$ cat src/rtl/film_scanner_pkg.sv
// Shared scan-controller types and default timing constants (80 MHz clocks).
// Defaults give a 10 kHz step rate, 1 ms settle and 1 ms driver wake time.
package film_scanner_pkg;

  localparam int DEF_STEP_HALF_CYC  = 4000;
  localparam int DEF_SETTLE_CYC     = 80000;
  localparam int DEF_WAKE_CYC       = 80000;
  localparam int DEF_HOME_MAX_STEPS = 20000;
  localparam int STEP_CNT_W         = 16;

  typedef enum logic [2:0] {
    ST_IDLE,
    ST_WAKE,
    ST_HOME,
    ST_STEP,
    ST_SETTLE,
    ST_EXPOSE,
    ST_FAULT
  } scan_state_e;

  typedef enum logic [1:0] {
    PG_IDLE,
    PG_HIGH,
    PG_LOW
  } pulse_state_e;

  function automatic int max2(input int a, input int b);
    return (a > b) ? a : b;
  endfunction

endpackage

$ cat src/rtl/step_pulse_gen.sv
// Emits `count` step pulses of HALF_CYC high / HALF_CYC low; starts the cycle after req.
// tick marks the last low cycle of each pulse; cancel returns to idle on the next edge.
module step_pulse_gen
  import film_scanner_pkg::*;
#(
  parameter int HALF_CYC = DEF_STEP_HALF_CYC,
  parameter int CNT_W    = STEP_CNT_W
) (
  input  logic             clk,
  input  logic             nrst,
  input  logic             req,
  input  logic             cancel,
  input  logic [CNT_W-1:0] count,
  output logic             step,
  output logic             busy,
  output logic             tick,
  output logic             last
);

  localparam int HW = $clog2(max2(HALF_CYC, 2));

  pulse_state_e     pg_q, pg_d;
  logic [HW-1:0]    half_q, half_d;
  logic [CNT_W-1:0] rem_q, rem_d;
  logic             half_end;

  assign half_end = (half_q == HW'(HALF_CYC - 1));

  always_ff @(posedge clk) begin
    if (!nrst) begin
      pg_q   <= PG_IDLE;
      half_q <= '0;
      rem_q  <= '0;
    end else begin
      pg_q   <= pg_d;
      half_q <= half_d;
      rem_q  <= rem_d;
    end
  end

  always_comb begin
    pg_d   = pg_q;
    half_d = half_q;
    rem_d  = rem_q;
    if (cancel) begin
      pg_d   = PG_IDLE;
      half_d = '0;
      rem_d  = '0;
    end else begin
      case (pg_q)
        PG_IDLE: begin
          if (req && (count != '0)) begin
            pg_d   = PG_HIGH;
            half_d = '0;
            rem_d  = count;
          end
        end
        PG_HIGH: begin
          if (half_end) begin
            pg_d   = PG_LOW;
            half_d = '0;
          end else begin
            half_d = half_q + 1'b1;
          end
        end
        PG_LOW: begin
          if (half_end) begin
            half_d = '0;
            rem_d  = rem_q - 1'b1;
            pg_d   = (rem_q == CNT_W'(1)) ? PG_IDLE : PG_HIGH;
          end else begin
            half_d = half_q + 1'b1;
          end
        end
        default: pg_d = PG_IDLE;
      endcase
    end
  end

  always_comb begin
    step = (pg_q == PG_HIGH);
    busy = (pg_q != PG_IDLE);
    tick = (pg_q == PG_LOW) && half_end;
    last = tick && (rem_q == CNT_W'(1));
  end

endmodule

$ cat src/rtl/scan_sequencer.sv
// Scan controller: wake/home the carriage, then step, settle and expose one line per pass.
// start->busy 1 clock; async driver inputs act after 3 clocks; abort/fault return to IDLE.
module scan_sequencer
  import film_scanner_pkg::*;
#(
  parameter int STEP_HALF_CYC  = DEF_STEP_HALF_CYC,
  parameter int SETTLE_CYC     = DEF_SETTLE_CYC,
  parameter int WAKE_CYC       = DEF_WAKE_CYC,
  parameter int HOME_MAX_STEPS = DEF_HOME_MAX_STEPS
) (
  input  logic        clk_80M,
  input  logic        nrst,
  input  logic        start,
  input  logic        abort,
  input  logic [15:0] num_lines,
  input  logic [7:0]  steps_per_line,
  input  logic        line_done,
  input  logic        mtr_nhome,
  input  logic        mtr_nflt,
  output logic        mtr_step,
  output logic        mtr_dir,
  output logic        mtr_nen,
  output logic        mtr_nrst,
  output logic        mtr_slp,
  output logic        ccd_en,
  output logic        busy,
  output logic        done,
  output logic        fault,
  output logic [15:0] line_cnt
);

  localparam int TMR_W = $clog2(max2(max2(SETTLE_CYC, WAKE_CYC), 2));

  scan_state_e           state_q, state_d;
  logic [TMR_W-1:0]      timer_q, timer_d;
  logic [15:0]           num_lines_q, num_lines_d;
  logic [7:0]            spl_q, spl_d;
  logic [15:0]           line_cnt_q, line_cnt_d;
  logic                  dir_q, dir_d;
  logic                  done_q, done_d;
  logic                  fault_q, fault_d;
  logic                  nhome_meta_q, nhome_s_q;
  logic                  nflt_meta_q, nflt_s_q;
  logic                  pg_req, pg_cancel;
  logic [STEP_CNT_W-1:0] pg_count;
  logic                  pg_step, pg_busy, pg_tick, pg_last;

  // Home switch and driver fault are asynchronous to clk_80M.
  always_ff @(posedge clk_80M) begin
    if (!nrst) begin
      nhome_meta_q <= 1'b1;
      nhome_s_q    <= 1'b1;
      nflt_meta_q  <= 1'b1;
      nflt_s_q     <= 1'b1;
    end else begin
      nhome_meta_q <= mtr_nhome;
      nhome_s_q    <= nhome_meta_q;
      nflt_meta_q  <= mtr_nflt;
      nflt_s_q     <= nflt_meta_q;
    end
  end

  always_ff @(posedge clk_80M) begin
    if (!nrst) begin
      state_q     <= ST_IDLE;
      timer_q     <= '0;
      num_lines_q <= '0;
      spl_q       <= '0;
      line_cnt_q  <= '0;
      dir_q       <= 1'b0;
      done_q      <= 1'b0;
      fault_q     <= 1'b0;
    end else begin
      state_q     <= state_d;
      timer_q     <= timer_d;
      num_lines_q <= num_lines_d;
      spl_q       <= spl_d;
      line_cnt_q  <= line_cnt_d;
      dir_q       <= dir_d;
      done_q      <= done_d;
      fault_q     <= fault_d;
    end
  end

  always_comb begin
    state_d     = state_q;
    num_lines_d = num_lines_q;
    spl_d       = spl_q;
    line_cnt_d  = line_cnt_q;
    dir_d       = dir_q;
    done_d      = 1'b0;
    fault_d     = fault_q;
    pg_req      = 1'b0;
    pg_count    = '0;
    // Fault outranks abort; FAULT itself always falls back to IDLE.
    if (state_q == ST_FAULT) begin
      state_d = ST_IDLE;
    end else if ((state_q != ST_IDLE) && !nflt_s_q) begin
      state_d = ST_FAULT;
    end else if (abort) begin
      state_d = ST_IDLE;
    end else begin
      case (state_q)
        ST_IDLE: begin
          if (start) begin
            if (fault_q) begin
              if (nflt_s_q) fault_d = 1'b0;
            end else begin
              num_lines_d = num_lines;
              spl_d       = steps_per_line;
              line_cnt_d  = '0;
              if (num_lines == 16'd0) begin
                done_d = 1'b1;
              end else begin
                state_d = ST_WAKE;
                dir_d   = 1'b0;
              end
            end
          end
        end
        ST_WAKE: begin
          if (timer_q == TMR_W'(WAKE_CYC - 1)) begin
            if (!nhome_s_q) begin
              state_d = ST_SETTLE;
              dir_d   = 1'b1;
            end else begin
              state_d  = ST_HOME;
              pg_req   = 1'b1;
              pg_count = STEP_CNT_W'(HOME_MAX_STEPS);
            end
          end
        end
        ST_HOME: begin
          if (pg_tick && !nhome_s_q) begin
            state_d = ST_SETTLE;
            dir_d   = 1'b1;
          end else if (pg_last || !pg_busy) begin
            state_d = ST_FAULT;
          end
        end
        ST_STEP: begin
          if (pg_last || !pg_busy) state_d = ST_SETTLE;
        end
        ST_SETTLE: begin
          if (timer_q == TMR_W'(SETTLE_CYC - 1)) state_d = ST_EXPOSE;
        end
        ST_EXPOSE: begin
          if (line_done) begin
            line_cnt_d = line_cnt_q + 16'd1;
            if (line_cnt_d == num_lines_q) begin
              state_d = ST_IDLE;
              done_d  = 1'b1;
            end else if (spl_q == 8'd0) begin
              state_d = ST_SETTLE;
            end else begin
              state_d  = ST_STEP;
              pg_req   = 1'b1;
              pg_count = STEP_CNT_W'(spl_q);
            end
          end
        end
        default: state_d = ST_IDLE;
      endcase
    end
    if (state_d == ST_FAULT) fault_d = 1'b1;
    pg_cancel = (state_d != ST_HOME) && (state_d != ST_STEP);
    timer_d   = (state_d != state_q) ? '0 : timer_q + 1'b1;
  end

  always_comb begin
    mtr_nen  = 1'b1;
    mtr_slp  = 1'b0;
    mtr_nrst = 1'b0;
    mtr_step = 1'b0;
    ccd_en   = 1'b0;
    case (state_q)
      ST_WAKE, ST_HOME, ST_STEP, ST_SETTLE, ST_EXPOSE: begin
        mtr_nen  = 1'b0;
        mtr_slp  = 1'b1;
        mtr_nrst = 1'b1;
      end
      default: ;
    endcase
    if ((state_q == ST_HOME) || (state_q == ST_STEP)) mtr_step = pg_step;
    if (state_q == ST_EXPOSE) ccd_en = 1'b1;
  end

  assign mtr_dir  = dir_q;
  assign busy     = (state_q != ST_IDLE);
  assign done     = done_q;
  assign fault    = fault_q;
  assign line_cnt = line_cnt_q;

  step_pulse_gen #(
    .HALF_CYC (STEP_HALF_CYC),
    .CNT_W    (STEP_CNT_W)
  ) u_pulse_gen (
    .clk    (clk_80M),
    .nrst   (nrst),
    .req    (pg_req),
    .cancel (pg_cancel),
    .count  (pg_count),
    .step   (pg_step),
    .busy   (pg_busy),
    .tick   (pg_tick),
    .last   (pg_last)
  );

endmodule

$ cat config.mk
export PLATFORM = sky130hd
export DESIGN_NAME = scan_sequencer
export DESIGN_NICKNAME = d
export VERILOG_FILES = /design/src/rtl/film_scanner_pkg.sv /design/src/rtl/step_pulse_gen.sv /design/src/rtl/scan_sequencer.sv
export SDC_FILE = /design/constraint.sdc
export NUM_CORES = 1
export LEC_CHECK = 0
export CORE_ASPECT_RATIO = 0.8
export CORE_MARGIN = 2
export CORE_UTILIZATION = 40
export CTS_CLUSTER_DIAMETER = 100
export DETAILED_ROUTE_END_ITERATION = 8
export PLACE_DENSITY = 0.7
export RECOVER_POWER = 25
export SKIP_LAST_GASP = 1
export SYNTH_ARGS = -nofsm -noshare
export SYNTH_HDL_FRONTEND = slang
export SYNTH_HIERARCHICAL = 1
export SYNTH_SLANG_ARGS = --single-unit
$ cat constraint.sdc
create_clock -name clk_80M -period 3.98 [get_ports clk_80M]
set_input_delay 0.796 -clock clk_80M [delete_from_list [all_inputs] [get_ports clk_80M]]
set_output_delay 0.796 -clock clk_80M [all_outputs]
set_load 0.01 [all_outputs]
# == Word level (Yosys, flattened, before mapping) ==
# Cells that the tools add are included.
# totals
ff_bits,97
in_bits,31
output_inout_bits,25
elab_cells,163
# op_classes
n_addsub,4
eq_ne,29
muxes,74
bitwise,5
n_reduce_logical,36
# op_table
cell,count
16-bit two-way mux,5
15-bit two-way mux,5
16-bit case mux with 2 select lines,2
3-bit two-way mux,15
1-bit two-way mux,32
15-bit case mux with 2 select lines,1
12-bit two-way mux,2
8-bit two-way mux,3
12-bit case mux with 2 select lines,1
3-bit case mux with 6 select lines,1
"17-bit by 1-bit adder with 17-bit output, second input constant",1
"17-bit equality test, second input constant",1
"16-bit by 1-bit adder with 16-bit output, second input constant",1
"16-bit by 1-bit equality test with 1-bit output, second input constant",1
16-bit equality test,1
16-bit logical NOT,1
16-bit nonzero test,1
"16-bit by 1-bit subtractor with 16-bit output, second input constant",1
"2-bit != test, second input constant",7
"12-bit by 1-bit adder with 12-bit output, second input constant",1
"12-bit equality test, second input constant",1
"3-bit equality test, second input constant",4
"2-bit by 1-bit != test with 1-bit output, second input constant",6
2-bit nonzero test,6
other kinds (27),48

# == Longest topological paths before layout ==
# Gate-level depths: netlist of run 1.
# logic_depth
ltp_word,13
ltp_mapped,17

# == Hierarchy ==
# The synthesis of run 1 kept the hierarchy.
# modules_own_cells
mod,n_inst,cells_each,area_each_um2,seq_area_each_um2
scan_sequencer,1,457,3856.2,1341.3
step_pulse_gen,1,265,1993.2,600.6

# == Worst setup path before layout of run 1 ==
# Ideal clock, no wire load.
# synth_timing
kind,register to register
start,register line_cnt_q[0] (netlist: line_cnt[0])
end,register u_pulse_gen.rem_q[9]
t_arrival_ps,3754
t_required_ps,3913
setup_slack_ps,159
path_stages_with_launch,15
path_buffers,1
period_less_slack_ps,3821
cell_sequence,dfxtp_1 ha_1 nand3_4 or3_1 a2111oi_2 nand4_1 nor4_4 nor2_1 and2_1 nor4_1 nand4_1 o2111ai_2 buf_2 nand2_1 a21oi_2
# synth_via
elab_chain_cells,12
# synth_lines
item,line,source
start: declaration,scan_sequencer.sv:38,"logic [15:0] line_cnt_q, line_cnt_d;"
start signal: assignment,scan_sequencer.sv:78,line_cnt_q <= line_cnt_d;
16-bit by 1-bit adder with 16-bit output,scan_sequencer.sv:149,line_cnt_d = line_cnt_q + 16'd1;
16-bit equality test,scan_sequencer.sv:150,if (line_cnt_d == num_lines_q) begin
8-bit two-way mux,scan_sequencer.sv:150,
8-bit two-way mux,scan_sequencer.sv:148,if (line_done) begin
15-bit case mux with 2 select lines,scan_sequencer.sv:103,case (state_q)
15-bit two-way mux,scan_sequencer.sv:100,end else if (abort) begin
15-bit two-way mux,scan_sequencer.sv:98,end else if ((state_q != ST_IDLE) && !nflt_s_q) begin
15-bit two-way mux,scan_sequencer.sv:96,if (state_q == ST_FAULT) begin
net pg_count[6],scan_sequencer.sv:45,logic [STEP_CNT_W-1:0] pg_count;
16-bit nonzero test,step_pulse_gen.sv:52,if (req && (count != '0)) begin
1-bit logical AND,step_pulse_gen.sv:52,
2-bit by 1-bit != test with 1-bit output (no source line),-,
3-bit AND reduction (no source line),-,
end signal: assignment,step_pulse_gen.sv:37,rem_q <= rem_d;
end: declaration,step_pulse_gen.sv:24,"logic [CNT_W-1:0] rem_q, rem_d;"
# The timed path passes the listed nets, and every way through them passes these cells.
# A chain may end at the register's enable or synchronous reset.

# == Worst setup path after layout of run 1 ==
# layout_timing
start,register line_cnt_q[1] (netlist: line_cnt[1])
end,register u_pulse_gen.rem_q[1]
# Same word-level chain as after synthesis.

==> summary.log, run 1 <==
INFO  outcome        outcome=complete, no violations
INFO  timing         report.final.slew_viol_count=0
INFO  place          numPlacedInstances=959
INFO  critical_path  cp_slowest_cell=dfxtp_1
INFO  place          dp.final_hpwl=11200um
INFO  synth          synthMostInstantiatedCell=dfxtp_1
INFO  route          vias=5607
INFO  route          drc=0
INFO  layout         area_growth=20.75%
INFO  place          detailedPlace.worstSlack=0.2038ns
INFO  synth          synth_top_cells_by_count=97 x dfxtp_1, 85 x nor2_1, 66 x nand2_1
INFO  critical_path  worst_setup_path_end_kind=flip-flop
INFO  synth          yosysSeqAreaShare=33.20%
INFO  layout         num_antenna_cells=0
INFO  layout         post_route_cells_drive_above_1_share=9.861%
INFO  synth          yosys_register_bits=97
INFO  timing         setup-tns-final=0ns
INFO  timing         final_critical_path_setup_slack=0.2127ns
INFO  grt            first_global_vias=4923
INFO  timing         final_period_utilization=94.66%
INFO  pwr            ir_worst_vdd=0.2143mV
INFO  clocking       worst_skew_pair.late_latency=0.35ns
INFO  clocking       postCtsHoldBufs=0
INFO  synth          synth_top_cells_by_area=dfxtp_1 33%, nor2_1 5.5%, mux2i_1 4.8%
INFO  pwr            power_leakage=2.599nW
INFO  floorplan      die_w=139.2um
INFO  clocking       cts.sink_count=97
INFO  pwr            net-switching-power=502.9uW
INFO  timing         worst_clock_skew=0.007368ns
INFO  grt            overflow=0
INFO  critical_path  slowest_delay=0.39ns
INFO  timing         timing_worst_slew_pin_value=0.7253ns
INFO  pwr            sw_frac_of_total=23.37%
INFO  pwr            power_density=304.6nW/um^2
INFO  clocking       postCtsSetupRepairBufs=0
INFO  route          initialDrtViolationCount=582
INFO  synth          yosys_warnings=6
INFO  synth          synth-edff-count=0
INFO  route          final_antenna_net_count=0
INFO  critical_path  critPathArrivalTime=4.01ns
INFO  layout         layout_cells_excl_fill=975
INFO  hold_path      hold_path.class=flip-flop to flip-flop
INFO  grt            largest_net_degree_at_the_start_of_global_routing=37
INFO  synth          synth_async_sr_flop_share=0%
INFO  synth          dominantRegCellSynth=dfxtp_1
INFO  place          gp_congestion=0.8880
INFO  clocking       cts_max_level=3
INFO  timing         post_route_worst_hold_slack=0.4091ns
INFO  route          vias_per_cell=5.751
INFO  grt            grt_use_total=19.69%
INFO  clocking       root_buffer_master=clkbuf_16
INFO  clocking       cts_inserted_buffers=9
INFO  route          dr.pass1.iters=6
INFO  synth          synth_area=5849um^2
INFO  synth          synthCells=722
INFO  place          placed_cell_area=6688um^2
INFO  run            timing.max_cap.violations=0
INFO  critical_path  critical_path.top_delay_family=simple AND/OR/NAND/NOR gates
INFO  synth          netlist-cell-type-count=76
INFO  pwr            power.internal=1.649mW
INFO  critical_path  crit_fanout=17
INFO  floorplan      floorplan.initialDensity=40.91%
INFO  timing         hold_viol_final=0
INFO  timing         worst_slew_margin_rel=51.65%
INFO  critical_path  regToRegSetupSlack=0.21ns
INFO  floorplan      die_area=15610um^2
INFO  layout         post-route-cell-area=7063um^2
INFO  grt            initial_antenna_violation_count=0
INFO  clocking       tritoncts=done
INFO  synth          post-synth-top-area-cell=dfxtp_1
INFO  layout         total_nets_final=826
INFO  clocking       cts_repair_resizes=0
INFO  floorplan      design.core.area=14300um^2
INFO  critical_path  crit_required=4.23ns
INFO  synth          avgSynthCellArea=8.102um^2
INFO  synth          synth_top_area_share=33.20%
INFO  floorplan      rows=39
INFO  pwr            power.share.clock=44.7%
INFO  route          wl_per_cell=16.09um
INFO  route          drt_wl_total=15690um
INFO  grt            grt_first_pass_wirelength=25520um
INFO  timing         achievable-frequency=265.4MHz
INFO  pwr            finalPower=2.151mW
INFO  timing         setup-violations-final=0
INFO  layout         finish.utilization=49.40%
INFO  floorplan      ios=56
INFO  pwr            share_seq_of_total_power=46.7%
INFO  critical_path  worstSetupStartpointType=flip-flop
INFO  critical_path  path_class=flip-flop to flip-flop
INFO  place          buffers_added_on_ports=55
INFO  timing         setup_repair_after_global_routing_missed_its_margin=no
INFO  clocking       ctsLongestPathBuffers=2
INFO  floorplan      fp.dieH=112.2um
INFO  critical_path  cp_cell_sequence=ha_2, nand3_4, or3_1, a2111oi_2, nand4_1, nor4_4, nor2_1, and2_1, nor4_4, nand4_1, o2111ai_2, buf_6, a211oi_1, a211oi_1
INFO  critical_path  critPathBufInv=1
INFO  pwr            pwr-share-comb=8.6%
INFO  timing         finalCriticalPeriod=3.767ns
INFO  clocking       clkSlewWorstSetupHoldPaths=0.07ns
==> final timing paths <==
path         cells after the start          from                   end
min reg2reg                      1  nhome_meta_q             nhome_s_q
max reg2reg                     14   line_cnt[1]  u_pulse_gen/rem_q[1]
max                             14   line_cnt[1]  u_pulse_gen/rem_q[1]
min                              1  nhome_meta_q             nhome_s_q
==> flip-flops by register name, summed over array words and instances (netlist names) <==
name                count
state_q                 3
u_pulse_gen/pg_q        2
line_cnt               16
timer_q                17
nflt_meta_q             1
nhome_meta_q            1
num_lines_q            16
nflt_s_q                1
done                    1
fault                   1
nhome_s_q               1
u_pulse_gen/half_q     12
spl_q                   8
mtr_dir                 1
u_pulse_gen/rem_q      16
==> cell families (layout without fill, tap and decap cells) <==
logic type                 count (synthesis)  after routing  share of synthesized area [%]
buffers and inverters                     62            124                          5.027
AOI/OAI and AO/OA                        165            165                          19.32
DFF                                       97             97                          33.20
and+or+nand+nor                          320            320                          29.58
other                                      1              8                        0.06411
adders and majority gates                  9              9                          1.925
xor gates and xnor gates                  39             39                          5.840
muxes                                     29             29                          5.048
==> placed cells by master (no fill, tap or decap), types with 7 or more instances in the layout <==
cell type / count
a21oi_1: 54
nand2b_1: 8
and2_1: 9
o21ai_0: 30
xor2_1: 13
nand3_1: 21
nand3b_1: 7
xnor2_1: 26
mux2i_1: 28
a31oi_1: 9
nor4_1: 13
inv_1: 17
clkdlybuf4s50_1: 36
o211ai_1: 10
dlygate4sd3_1: 19
conb_1: 8
dfxtp_1: 96
nor2_1: 85
and4b_1: 15
ha_1: 8
buf_4: 30
o31ai_1: 7
nand2_1: 66
or3_1: 11
clkbuf_16: 9
nor3_1: 20
nand4_1: 15
and3_1: 11
==> routing by layer <==
| layer | vias up | track usage, % | routed length [um] |
|---|---|---|---|
| met2 | 205 | 28.34 | 6538 |
| met1 | 2614 | 30.54 | 7973 |
| li1 | 2770 | - | - |
| met4 | 0 | 4.377 | 174 |
| met5 | - | 0 | 0 |
| met3 | 18 | 3.413 | 1005 |
==> worst reg2reg max path, stage by stage, from the launching register on <==
cell,delay (ns)
dfxtp_1,0.39
ha_2,0.23
nand3_4,0.12
or3_1,0.38
a2111oi_2,0.37
nand4_1,0.21
nor4_4,0.21
nor2_1,0.14
and2_1,0.21
nor4_4,0.37
nand4_1,0.22
o2111ai_2,0.25
buf_6,0.21
a211oi_1,0.08
a211oi_1,0.26
==> power groups by stage <==
| stage | Clock (mW) | Sequential, mW | Combinational, mW |
|---|---|---|---|
| 6_report | 0.961 | 1.00 | 0.186 |
| 5_1_grt | 1.02 | 1.01 | 0.202 |
| 3_5_place_dp | 0 | 1.03 | 0.183 |
| 2_1_floorplan | 0 | 1.02 | 0.119 |
| 4_1_cts | 0.982 | 1.00 | 0.184 |
| 3_3_place_gp | 0 | 1.03 | 0.182 |
==> final cells by class <==
| type | instances | area, um^2 |
|---|---|---|
| Timing Repair Buffer | 88 | 794.5 |
| Fill cell | 1352 | 7234 |
| Multi-Input combinational cell | 570 | 3692 |
| Sequential cell | 97 | 1943 |
| Inverter | 20 | 75.07 |
| Clock buffer | 10 | 239.0 |
| Tap cell | 184 | 230.2 |
| Clock inverter | 6 | 88.84 |
No activity file was read; power rests on OpenSTA's default activity.
==> run 2: changes to the inputs <==
PLACE_DENSITY = 0.62   (was 0.7)
==> run 2 against run 1 <==
- wire length rose by 3.7%
- first-iteration DRC count fell by 17%
- combinational power barely moved
- via count rose by 1.4%
- core utilization fell by 0.17 points
- register-to-register slack barely moved
- design area fell by 0.34%
- maximum frequency fell by 0.33%
- largest power group unchanged
==> summary.log, run 2 (same netlist as run 1, synthesis figures left out) <==
INFO  outcome        outcome=complete, no violations
INFO  route          drc=0
INFO  clocking       tritoncts=done
INFO  grt            grt.met2_usage=31.69%
INFO  critical_path  crit_required=4.27ns
INFO  place          buffers_added_on_ports=55
INFO  clocking       postCtsHoldBufs=0
INFO  timing         hold_viol_final=0
INFO  pwr            power_leakage=2.513nW
INFO  timing         worst_clock_skew=0.009124ns
INFO  layout         largest_reg_flops=17
INFO  grt            use_met3=4.266%
INFO  clocking       cts_max_level=3
INFO  pwr            net-switching-power=515.3uW
INFO  run            timing.max_cap.violations=0
INFO  critical_path  path_class=flip-flop to flip-flop
INFO  grt            gr-max-usage-layer=met2
INFO  place          gp_congestion=0.9208
INFO  timing         setup-tns-final=0ns
INFO  pwr            power.internal=1.501mW
INFO  pwr            share_seq_of_total_power=49.8%
INFO  hold_path      hold_path.class=flip-flop to flip-flop
INFO  pwr            ir_worst_vdd=0.2115mV
INFO  pwr            pwr-share-comb=9.3%
INFO  clocking       clkSlewWorstSetupHoldPaths=0.07ns
INFO  grt            grt_use_total=20.32%
INFO  critical_path  crit_fanout=10
INFO  grt            grt_util_met1=28.38%
INFO  route          vias_per_cell=5.841
INFO  layout         num_antenna_cells=0
INFO  layout         area_growth=20.34%
INFO  grt            initial_antenna_violation_count=0
INFO  floorplan      rows=39
INFO  floorplan      die_area=15610um^2
INFO  timing         setup-violations-final=0
INFO  pwr            sw_frac_of_total=25.56%
INFO  floorplan      fp.dieH=112.2um
INFO  clocking       cts_inserted_buffers=9
INFO  grt            largest_net_degree_at_the_start_of_global_routing=43
INFO  critical_path  worstSetupStartpointType=flip-flop
INFO  timing         setup_repair_after_global_routing_missed_its_margin=yes
INFO  layout         layout.cells.most_common=dfxtp_1
INFO  floorplan      floorplan.initialDensity=40.91%
INFO  timing         achievable-frequency=264.6MHz
INFO  pwr            power.share.clock=40.9%
INFO  critical_path  critPathArrivalTime=4.06ns
INFO  route          wl_per_cell=16.72um
INFO  route          dr.pass1.iters=5
INFO  layout         max_flop_register=timer_q
INFO  timing         worst_slew_margin_rel=54.85%
INFO  timing         finalCriticalPeriod=3.780ns
INFO  floorplan      ios=56
INFO  grt            first_global_vias=5161
INFO  floorplan      design.core.area=14300um^2
INFO  critical_path  worstReg2RegStart=line_cnt[2]
INFO  timing         final_period_utilization=94.97%
INFO  clocking       worst_skew_pair.late_latency=0.36ns
INFO  pwr            power_density=286.4nW/um^2
INFO  clocking       ctsLongestPathBuffers=2
INFO  layout         total_nets_final=825
INFO  route          final_antenna_net_count=0
INFO  timing         post_route_worst_hold_slack=0.4180ns
INFO  critical_path  setup.worst_path.start=line_cnt[2]
INFO  grt            overflow=0
INFO  layout         post_route_cells_drive_above_1_share=10.27%
INFO  critical_path  worst_setup_path_end_kind=flip-flop
INFO  route          initialDrtViolationCount=481
INFO  hold_path      min_from=nhome_meta_q
INFO  timing         report.final.slew_viol_count=0
INFO  clocking       root_buffer_master=clkbuf_16
INFO  layout         highest_count_cells_in_the_layout_ignoring_fill_and_taps=96 x dfxtp_1, 84 x nor2_1, 66 x nand2_1
INFO  timing         final_critical_path_setup_slack=0.2002ns
INFO  route          vias=5683
INFO  place          dp.final_hpwl=11710um
INFO  timing         timing_worst_slew_pin_value=0.6733ns
INFO  clocking       cts.sink_count=97
INFO  floorplan      die_w=139.2um
INFO  route          drt_wl_total=16260um
INFO  grt            grt_first_pass_wirelength=26010um
INFO  place          detailedPlace.worstSlack=-0.02372ns
## run 2: power groups by stage
stage / combinational, mW / sequential [mW] / clock [mW]
6_report: 0.188 / 1.00 / 0.824
5_1_grt: 0.204 / 1.01 / 0.876
4_1_cts: 0.184 / 1.00 / 0.847
3_5_place_dp: 0.184 / 1.03 / 0
3_3_place_gp: 0.180 / 1.03 / 0
2_1_floorplan: 0.119 / 1.02 / 0
## run 2: per-layer routing
| metal | vias to the layer above | part of all wire [%] |
|---|---|---|
| li1 | 2768 | - |
| met1 | 2719 | 48 |
| met2 | 180 | 44 |
| met3 | 16 | 5.8 |
| met4 | 0 | 1.5 |
| met5 | - | 0 |
## run 2: area by class of cell
type,count,area [um^2]
fillers,1366,7258
multi-input cells,570,3727
flip-flops and latches,97,1943
repair buffers,87,794.5
well taps,184,230.2
clock buffers,9,225.2
inverters,20,75.07
clock inverters,6,43.79
## run 2: worst paths after layout
check                          end  slack [ns]  depth (start not counted)
max reg2reg  u_pulse_gen/half_q[3]        0.20                         14
min reg2reg              nhome_s_q        0.42                          1
max          u_pulse_gen/half_q[3]        0.20                         14
min                      nhome_s_q        0.42                          1
## run 2: per-stage QoR
| step | cell area (um^2) | utilization (%) | power (mW) | instances |
|---|---|---|---|---|
| CTS | 6932 | 48.48 | 2.035 | 969 |
| finish | 7039 | 49.23 | 2.016 | 973 |
| global route | 7039 | 49.23 | 2.086 | 973 |
| detailed placement | 6650 | 46.51 | 1.210 | 954 |
| global placement | 6650 | 46.51 | 1.206 | 954 |
| floorplan | 5876 | - | 1.140 | 729 |
## run 2: repair_timing
item                       CTS  global route
resized for setup            2            13
setup buffers                0             4
pin swaps                    0             4
setup endpoints to repair    3            30
## run 2: worst max-delay path, cell delays in order, from the launching register on
cell       delay [ns]
dfxtp_1          0.51
and4_2           0.41
nand3_1          0.18
a311o_1          0.34
o2111ai_2        0.13
nor4_4           0.09
buf_4            0.16
nor2_2           0.28
inv_1            0.07
a21oi_1          0.36
inv_1            0.13
a41o_1           0.26
a21o_1           0.25
or3_1            0.37
a21oi_1          0.14
==> run 3: changes to the inputs <==
CTS_CLUSTER_DIAMETER = 200   (was 100)
==> results of run 3 <==
Same layout as run 2: the final DEF is identical, and so are final timing and power.
